File: src/rtl/code_stim_gen.sv
// Emits COUNT incrementing 3-bit codes from START over valid/ready, tracking decoded-symbol coverage.
// Latency: first code offered DELAY cycles after start; GAP idle cycles after each accepted code.
module code_stim_gen #(
  parameter logic [2:0] START = 3'd1,
  parameter int         COUNT = 8,
  parameter int         DELAY = 2,
  parameter int         GAP   = 1
) (
  input  logic                           clk,
  input  logic                           rst,
  input  logic                           start,
  output logic                           busy,
  output logic [2:0]                     a_out,
  output logic                           a_valid,
  input  logic                           a_ready,
  output logic [1:0]                     sym_out,
  output logic [3:0]                     sym_hit,
  output logic [$clog2(COUNT+1)-1:0]     issued,
  output logic                           done
);

  localparam int IW   = $clog2(COUNT + 1);
  localparam int CMAX = (DELAY > GAP) ? DELAY : GAP;
  localparam int CW   = (CMAX < 2) ? 1 : $clog2(CMAX);

  typedef enum logic [2:0] {IDLE, DLY, ISSUE, WAIT, FIN} state_t;

  state_t        state;
  logic [CW-1:0] cnt;

  assign sym_out = a_out[2:1];

  always_ff @(posedge clk or posedge rst) begin
    if (rst) begin
      state   <= IDLE;
      cnt     <= '0;
      a_out   <= '0;
      a_valid <= 1'b0;
      busy    <= 1'b0;
      sym_hit <= '0;
      issued  <= '0;
      done    <= 1'b0;
    end else begin
      done <= 1'b0;
      case (state)
        IDLE: begin
          if (start) begin
            a_out   <= START;
            sym_hit <= '0;
            issued  <= '0;
            busy    <= 1'b1;
            if (DELAY == 0) begin
              state   <= ISSUE;
              a_valid <= 1'b1;
            end else begin
              state <= DLY;
              cnt   <= CW'(DELAY - 1);
            end
          end
        end
        DLY, WAIT: begin
          if (cnt == '0) begin
            state   <= ISSUE;
            a_valid <= 1'b1;
          end else begin
            cnt <= cnt - CW'(1);
          end
        end
        ISSUE: begin
          // a_out is frozen until the decoder takes it, however long that is
          if (a_ready) begin
            sym_hit <= sym_hit | (4'b0001 << a_out[2:1]);
            issued  <= issued + IW'(1);
            if (issued == IW'(COUNT - 1)) begin
              state   <= FIN;
              a_valid <= 1'b0;
              done    <= 1'b1;
            end else begin
              a_out <= a_out + 3'd1;
              if (GAP != 0) begin
                state   <= WAIT;
                a_valid <= 1'b0;
                cnt     <= CW'(GAP - 1);
              end
            end
          end
        end
        FIN: begin
          state <= IDLE;
          busy  <= 1'b0;
        end
        default: state <= IDLE;
      endcase
    end
  end

endmodule
File: config.mk
export PLATFORM = sky130hd
export DESIGN_NAME = code_stim_gen
export DESIGN_NICKNAME = d
export VERILOG_FILES = /design/src/rtl/code_stim_gen.sv
export SDC_FILE = /design/constraint.sdc
export NUM_CORES = 1
export LEC_CHECK = 0
export BUFFER_PORTS_ARGS = -buffer_cell sky130_fd_sc_hd__buf_2
export CORE_ASPECT_RATIO = 1.2
export CORE_MARGIN = 2
export CORE_UTILIZATION = 54
export CTS_CLUSTER_DIAMETER = 200
export DETAILED_ROUTE_END_ITERATION = 6
export HOLD_SLACK_MARGIN = 0.12
export PLACE_DENSITY_LB_ADDON = 0.3
export SLEW_MARGIN = 20
export SYNTH_ARGS = -nofsm -noshare
export SYNTH_HDL_FRONTEND = slang
export SYNTH_SLANG_ARGS = --single-unit
File: constraint.sdc
create_clock -name clk -period 2.15 [get_ports clk]
set_clock_uncertainty 0.15 [all_clocks]
set_input_delay 0.215 -clock clk [delete_from_list [all_inputs] [get_ports clk]]
set_output_delay 0.215 -clock clk [all_outputs]
set_load 0.02 [all_outputs]
# After elaboration in Yosys (flattened, before gate mapping)

Cells that the tools add are included.

Register bits after elaboration: 18
Input port bits: 4
Output and inout bits: 16
Logic and storage cells: 59

$add $sub $neg: 3
Equality and inequality tests: 9
Shifts and indexed selects: 1
Mux-type cells: 25
Bitwise operators: 1
Reductions and logical operators: 12

Operators with widths:

| kind                | number |
|---|---|
| $mux 3              | 6 |
| $pmux 4 s2          | 2 |
| $mux 4              | 3 |
| $mux 1              | 9 |
| $pmux 3 s3          | 1 |
| $reduce_and 3->1    | 3 |
| $ne 2x2->1 const B  | 4 |
| $reduce_and 4->1    | 2 |
| $eq 3x2->1 const B  | 2 |
| $pmux 3 s2          | 1 |
| $reduce_bool 2->1   | 3 |
| $add 4x1->4 const B | 1 |
| $eq 4x3->1 const B  | 1 |
| $or 4x4->4          | 1 |
| $pmux 1 s2          | 2 |
| $shl 1x2->4 const A | 1 |
| $add 3x1->3 const B | 1 |
| $eq 3x1->1 const B  | 1 |
| $eq 3x3->1 const B  | 1 |
| $logic_not 3->1     | 1 |
| $pmux 1 s3          | 1 |
| $reduce_bool 3->1   | 1 |
| $reduce_and 2->1    | 1 |
| $reduce_or 2->1     | 1 |
| $sub 1x1->1 const B | 1 |

# Longest topological paths before layout

Gate-level depths: netlist of the first run.

Depth after elaboration: 4
Gate-level depth with buffers: 4
Mapped depth without buffers: 4

# Least setup slack after synthesis of the first run

No wires, ideal clock.

Path kind: reg2reg
Start point: reg issued[0]
End point: reg a_out[1]
Library setup time: 0.121 ns
Data arrival time: 1.312 ns
Data required time: 1.879 ns
Slack: 0.567 ns
Stages on the path, launching flop included: 5
Clock period less this slack: 1.583 ns
Cell sequence: dfrtp_1 > ha_1 > nand3b_1 > nor2b_2 > a22o_1

Cells in the longest elaborated chain, start to end: 3

RTL lines:

| item                       | line | source |
|---|---|---|
| from (decl)                | 18   | `output logic [$clog2(COUNT+1)-1:0] issued,` |
| from (signal assigned)     | 73   | `issued <= issued + IW'(1);` |
| $eq 4x3->1                 | 74   | `if (issued == IW'(COUNT - 1)) begin` |
| $ne 2x2->1 (no line)       | --   |  |
| $reduce_and 4->1 (no line) | --   |  |
| to (signal assigned)       | 79   | `a_out <= a_out + 3'd1;` |
| to (decl)                  | 13   | `output logic [2:0] a_out,` |

Every way passes these cells.
A chain may end at the register's enable or synchronous reset.

# Worst setup path after layout of the first run

Start point: reg issued[0]
End point: reg state[0]

Cells in the longest elaborated chain, start to end: 4

RTL lines:

| item                 | line | source |
|---|---|---|
| $eq 4x3->1           | 74   |  |
| $mux 3               | 74   |  |
| $mux 3               | 71   | `if (a_ready) begin` |
| $pmux 3 s3           | 45   | `case (state)` |
| to (signal assigned) | 53   | `state <= ISSUE;` |
| to (signal assigned) | 75   | `state <= FIN;` |
| to (signal assigned) | 81   | `state <= WAIT;` |
| to (decl)            | 28   | `state_t state;` |

Every way passes these cells. The select of a mux whose other input is x is not followed.

==> impl_results.md, run 1 <==
- Htree depth: 1
- Initial antenna violation count: 0
- Dpl hpwl: ~1200 um
- CP Max Fanout: 6
- Reg-to-reg setup timing slack: roughly 550 ps
- Synthesized area per cell: 11.3 um2
- Die height: approximately 47 um
- RePlAce Congestion: 0.810
- Max-slew violations: 0
- Routed WL: approximately 1600 um
- Total grt overflow: 0
- # rows: 15
- Antenna Cells: 0
- Placed inst area: 945 um2
- Rel. slew slack: between 50% and 60%
- Number of global-route vias before repair: approximately 630
- Distinct cells, synth: 32
- # DRC: 0
- Slowest CP cell: dfrtp_1
- Hold_buf cts: 3
- Die Wd: roughly 40 um
- Total power: between 1.5 and 2 mW
- Asr flop ratio synth: 100%
- Cell Pwr Density: between 1000 and 1500 nW/um2
- Max Fclk: approximately 620 MHz
- CTS tree: built
- Layout Utilization: about 70%
- Post-DR vias/cell: 5.67
- Warnings from Yosys: 0
- Crit. Startpoint: issued[0]
- Worst-Skew Late Latency: around 290 ps
- Min cycle time layout: approximately 1600 ps
- Design Area, Final: ~1000 um2
- RR Endpoint: state[0]
- CTS Buffer Depth: 2
- Yosys top cell by area: dfrtp_1
- Count leader, synth: dfrtp_1
- Crit path DAT: about 1600 ps
- Die area: ~1900 um2
- WL per Instance: approximately 14 um
- VDD IR-drop max: just over 800 uV
- Reg2Reg Launch Point: issued[0]
- CTS root buf: clkbuf_4
- Largest net degree at the start of global routing: 19
- Post-synthesis sequential area ratio: around 53%
- Number of max-cap violations: 0
- Nets: about 110
- Total number of vias: 652
- CTS buffer count: 3
- Synth top area cells: dfrtp_1 (53%), a41oi_1 (4.1%), nor2_1 (4.0%)
- Crit Path Class: reg2reg
- Starting density of the core: 57.9%
- Syn Std Cell Area: between 800 and 900 um2
- Post-synth top area share: 53.1%
- Routed Antenna Nets: 0
- Final setup viols: 0
- Port bufs: 19
- Clk slew on worst S/H paths: roughly 110 ps
- Core area: between 1000 and 1500 um2
- Critical path endpoint: state[0]
- Share of post-route cells with drive strength above 1: a little under a third
- Leakage power: between 0.4 and 0.5 nW
- EDFF count, synth: 0
- Fin cells: roughly 120
- Main synth FF type: dfrtp_1
- Placed cells: between 100 and 150
- Fill count: approximately 120
- Gr usage total: approximately 22%
- Io pins: 20
- DR pass1 iterations: 4
- Net Count, Synth: 81
- Hold Fails Final Rpt: 0
- Setup TNS: 0 ps
- Unrepaired setup endpoints after global routing: no
- Post-cts resize count: 0
- Post-CTS Setup Inserts: 0
- Synth cell count leaders: dfrtp_1 (18), nor2_1 (9), inv_1 (6), a41oi_1 (4), a21oi_1 (3)
- First-pass GRT wire length: around 2800 um
- Area grow syn2layout: 19.2%
- WP data required: around 2200 ps
- Initial drt markers: 12
- Yosys reg bits: 18
- Status: finished clean
- CP Cell Sequence: ha_1 > nand3b_1 > a31oi_1 > a221oi_1
- Final Cycle Share: 74.6%
- Cells after Synth: between 70 and 80
- Hold Crit Class: reg2reg
- CP max stage delay: between 400 and 500 ps
- Worst-Margin Slew: ~680 ps
- Critical path capture point type: flip-flop
- Register-to-Register Path Depth: 4
- Setup crit start kind: flip-flop
- TritonCTS Sinks: 18
## where the power goes
part | internal (mW) | switching [mW] | total [mW]
Sequential | 0.469 | 0.142 | 0.610
Clock | 0.103 | 0.102 | 0.205
Combinational | 0.275 | 0.417 | 0.692
## kinds of logic after synthesis
kind of cell	after synthesis	share of synthesized area, %
buf+inv	10	5.46
flops	18	53.1
xor+xnor	2	2.07
mux	2	2.95
simple gates	19	12.8
compound gates	22	20.6
fa+ha+maj	2	2.95
## routing by layer
layer	GRT usage, %	part of all wire (%)
met1	27.9	45
met2	36.5	50
met3	4.19	3.8
met4	8.00	0.74
met5	0	0
## worst min path at each step
stage / to / startpoint / slack (ps) / depth (start not counted)
3_5_place_dp: done / rst / 190 / 2
3_3_place_gp: done / rst / 180 / 2
2_1_floorplan: a_out[0] / rst / 4 / 1
6_report: sym_hit[2] / sym_hit[2] / 360 / 2
4_1_cts: sym_hit[3] / sym_hit[3] / 370 / 2
5_1_grt: sym_hit[3] / sym_hit[3] / 390 / 2
## worst max-delay path: cells and delay by family, from the launching register on
family	cells	cell delay, ps
compound gates	2	440
simple gates	1	240
flops	1	430
fa+ha+maj	1	240
## flip-flops by register name, summed over array words and instances, names as in the netlist
name / flops
a_out: 3
a_valid: 1
busy: 1
cnt: 1
done: 1
issued: 4
state: 3
sym_hit: 4
## metrics by stage
stage	worst slack (ps)	hold slack [ps]
2_1_floorplan	567	3.57
3_3_place_gp	638	182
3_5_place_dp	574	188
4_1_cts	544	366
5_1_grt	420	385
6_report	547	357
## area by class of cell
class	count	area, um2	share of cell area [%]
clock buffers	4	36.3	3.59
multi-input cells	47	352	34.8
flip-flops and latches	18	450	44.6
inverters	7	26.3	2.60
well taps	17	21.3	2.10
repair buffers	22	125	12.4
## cells in the final DEF, fill, tap and decap left out, types with 2 or more instances in the layout
cell type	n
a21o_1	2
a22o_1	2
o2bb2ai_1	2
xor2_1	2
clkbuf_4	3
inv_1	6
nand2_1	2
dlygate4sd3_1	3
ha_1	2
dfrtp_1	18
a41oi_1	4
nor2_1	9
buf_2	19
a21oi_1	3
o21ai_0	2
(Power assumes the default switching activity.)
==> inputs of run 2 (changes only) <==
--- a/config.mk
+++ b/config.mk
@@ -8,7 +8,7 @@
 export BUFFER_PORTS_ARGS = -buffer_cell sky130_fd_sc_hd__buf_2
 export CORE_ASPECT_RATIO = 1.2
 export CORE_MARGIN = 2
-export CORE_UTILIZATION = 54
+export CORE_UTILIZATION = 51
 export CTS_CLUSTER_DIAMETER = 200
 export DETAILED_ROUTE_END_ITERATION = 6
 export HOLD_SLACK_MARGIN = 0.12
==> constraint.sdc (replaced) <==
create_clock -name clk -period 1.52 [get_ports clk]
set_clock_uncertainty 0.15 [all_clocks]
set_input_delay 0.152 -clock clk [delete_from_list [all_inputs] [get_ports clk]]
set_output_delay 0.152 -clock clk [all_outputs]
set_load 0.02 [all_outputs]
==> impl_results.md, run 2 (synthesis results as in run 1) <==
- Status: finished clean
- Max Fclk: 679 MHz (+8.9%)
- Number of max-cap violations: 0 (unchanged)
- Die area: 2010 um2 (+5.3%)
- Die Wd: 41.2 um (+2.6%)
- CTS tree: built
- RePlAce Congestion: 0.841 (+3.8%)
- Fill count: 131 (+7.4%)
- Initial antenna violation count: 0 (unchanged)
- Clock share of power: 13.0% (-0.6 points)
- Post-DR vias/cell: 5.49 (-3.2%)
- Share of post-route cells with drive strength above 1: 42.1% (+11 points)
- Worst-Margin Slew: 404 ps (-275 ps)
- Port bufs: 19 (unchanged)
- Final Worst Setup Slack: 48.1 ps (-499 ps)
- First-pass GRT wire length: 2770 um (+0.47%)
- Hold Fails Final Rpt: 0 (unchanged)
- Comb pwr share: 50.5% (+4.6 points)
- # rows: 16 (+1)
- Cell Pwr Density: 2060 nW/um2 (+38%)
- Clk slew on worst S/H paths: 110 ps (about the same)
- # DRC: 0 (unchanged)
- Most frequent cells in the layout: buf_2 (19), dfrtp_1 (15), nor2_1 (9), buf_4 (9), inv_1 (6)
- Antenna Cells: 0 (unchanged)
- Largest regs: issued (4), sym_hit (4)
- Crit. Startpoint: issued[0]
- Nets: 114 (+8.6%)
- Initial drt markers: 11 (-1)
- WL per Instance: 13.2 um (-6.3%)
- Total power: 2.28 mW (+51%)
- Gr usage total: 20.3% (-1.4 points)
- CTS root buf: clkbuf_4
- DR pass1 iterations: 6 (+2)
- Reg2Reg Launch Point: issued[0]
- Crit path DAT: 1530 ps (-110 ps)
- Crit Path Class: reg2reg
- Register-to-Register Path Depth: 4 (unchanged)
- WP data required: 1580 ps (-600 ps)
- Routed Antenna Nets: 0 (unchanged)
- Area grow syn2layout: 30.1%
- Core area: 1600 um2 (+9.4%)
- Die height: 48.7 um (+2.7%)
- Final Cycle Share: 96.8% (+22 points)
- Leakage power: 0.547 nW (+9.4%)
- Switching Share: 42.5% (-1.4 points)
- Largest net degree at the start of global routing: 12 (-7)
- Most common cell after layout, fill and taps aside: buf_2
- CTS Buffer Depth: 2 (unchanged)
- Dpl hpwl: 1220 um (+4.6%)
- Starting density of the core: 53.0% (-5.0 points)
- Min cycle time layout: 1470 ps (-131 ps)
- Htree depth: 1 (unchanged)
- Number of global-route vias before repair: 647 (+2.9%)
- Final setup viols: 0 (unchanged)
- Hold Crit Class: in2async
- Io pins: 20 (unchanged)
- Worst-Skew Late Latency: 290 ps (about the same)
- VDD IR-drop max: 1210 uV (+50%)
- Flop pwr share: 36.5% (-4.0 points)
- Net Sw Power: 0.967 mW (+46%)
- Total number of vias: 686 (+5.2%)
- Cell-internal power: 1.31 mW (+55%)
- TritonCTS Sinks: 18 (unchanged)
- Routed WL: 1650 um (+1.9%)
- Critical path capture point type: flip-flop
- Setup crit start kind: flip-flop
- Total grt overflow: 0 (unchanged)
- Dpl ws: -36.7 ps (-610 ps)
- CTS buffer count: 3 (unchanged)
- Max-slew violations: 0 (unchanged)
- Rel. slew slack: 73.1% (+18 points)
- CP Max Fanout: 5 (-1)
-- run 2: cell count changes in the layout (fill, tap and decap cells not counted), sizes merged --
cell / previous run / this run
buf: 19 / 28
-- run 2: timing repair --
item | 4_1_cts | 5_1_grt
gates resized for setup | 0 | 5
setup endpoints to repair | 1 | 5
endpoints found under the hold margin | 24 | 0
hold buffers | 3 | 0
pin swaps | 2 | 0
gates cloned | 0 | 0
buffers inserted | 1 | 1
-- run 2: path summary, 6_finish.rpt --
check,endpoint,slack [ps]
min in group clk,sym_hit[2],350
worst min register to register,sym_hit[2],350
worst max register to register,state[0],50
max in group asynchronous,sym_hit[3],540
worst max-delay path,state[0],50
worst min-delay path,issued[3],220
-- run 2: metrics by stage --
step	area (um2)	setup TNS [ps]	hold WS, ps	util (%)	instances
after CTS	1070	0	233	67.1	124
after global routing	1100	-15.7	257	68.9	125
after floorplan	851	0	-59.6	-	75
after detailed placement	1000	-36.7	16.8	62.5	116
final	1100	0	221	68.9	125
after global placement	1000	0	7.36	62.5	116
-- run 2: critical path, stage by stage (launching register included) --
cell and delay (ps):
dfrtp_2 420, ha_2 190, nand3b_1 240, a31oi_2 160, a221oi_2 230
-- run 2: metal layers --
layer	track usage [%]	up-vias	part of all wire (%)
met5	0	-	0
met4	11.3	0	2.7
met3	2.75	6	4.2
met2	31.3	22	51
met1	26.2	324	42
li1	-	334	-
-- run 2: power groups by stage --
stage	combinational [mW]	sequential (mW)	clock (mW)
floorplan	0.534	1.05	0
global placement	1.08	0.830	0
detailed placement	1.11	0.838	0
CTS	1.12	0.830	0.301
global route	1.26	0.865	0.329
finish	1.15	0.831	0.296
-- run 2: area by class of cell --
cell class	count	area, um2	share of cell area [%]
clock buffers	4	36.3	3.29
repair buffers	31	193	17.5
flip-flops and latches	18	454	41.2
inverters	7	26.3	2.38
multi-input cells	47	372	33.7
well taps	18	22.5	2.04
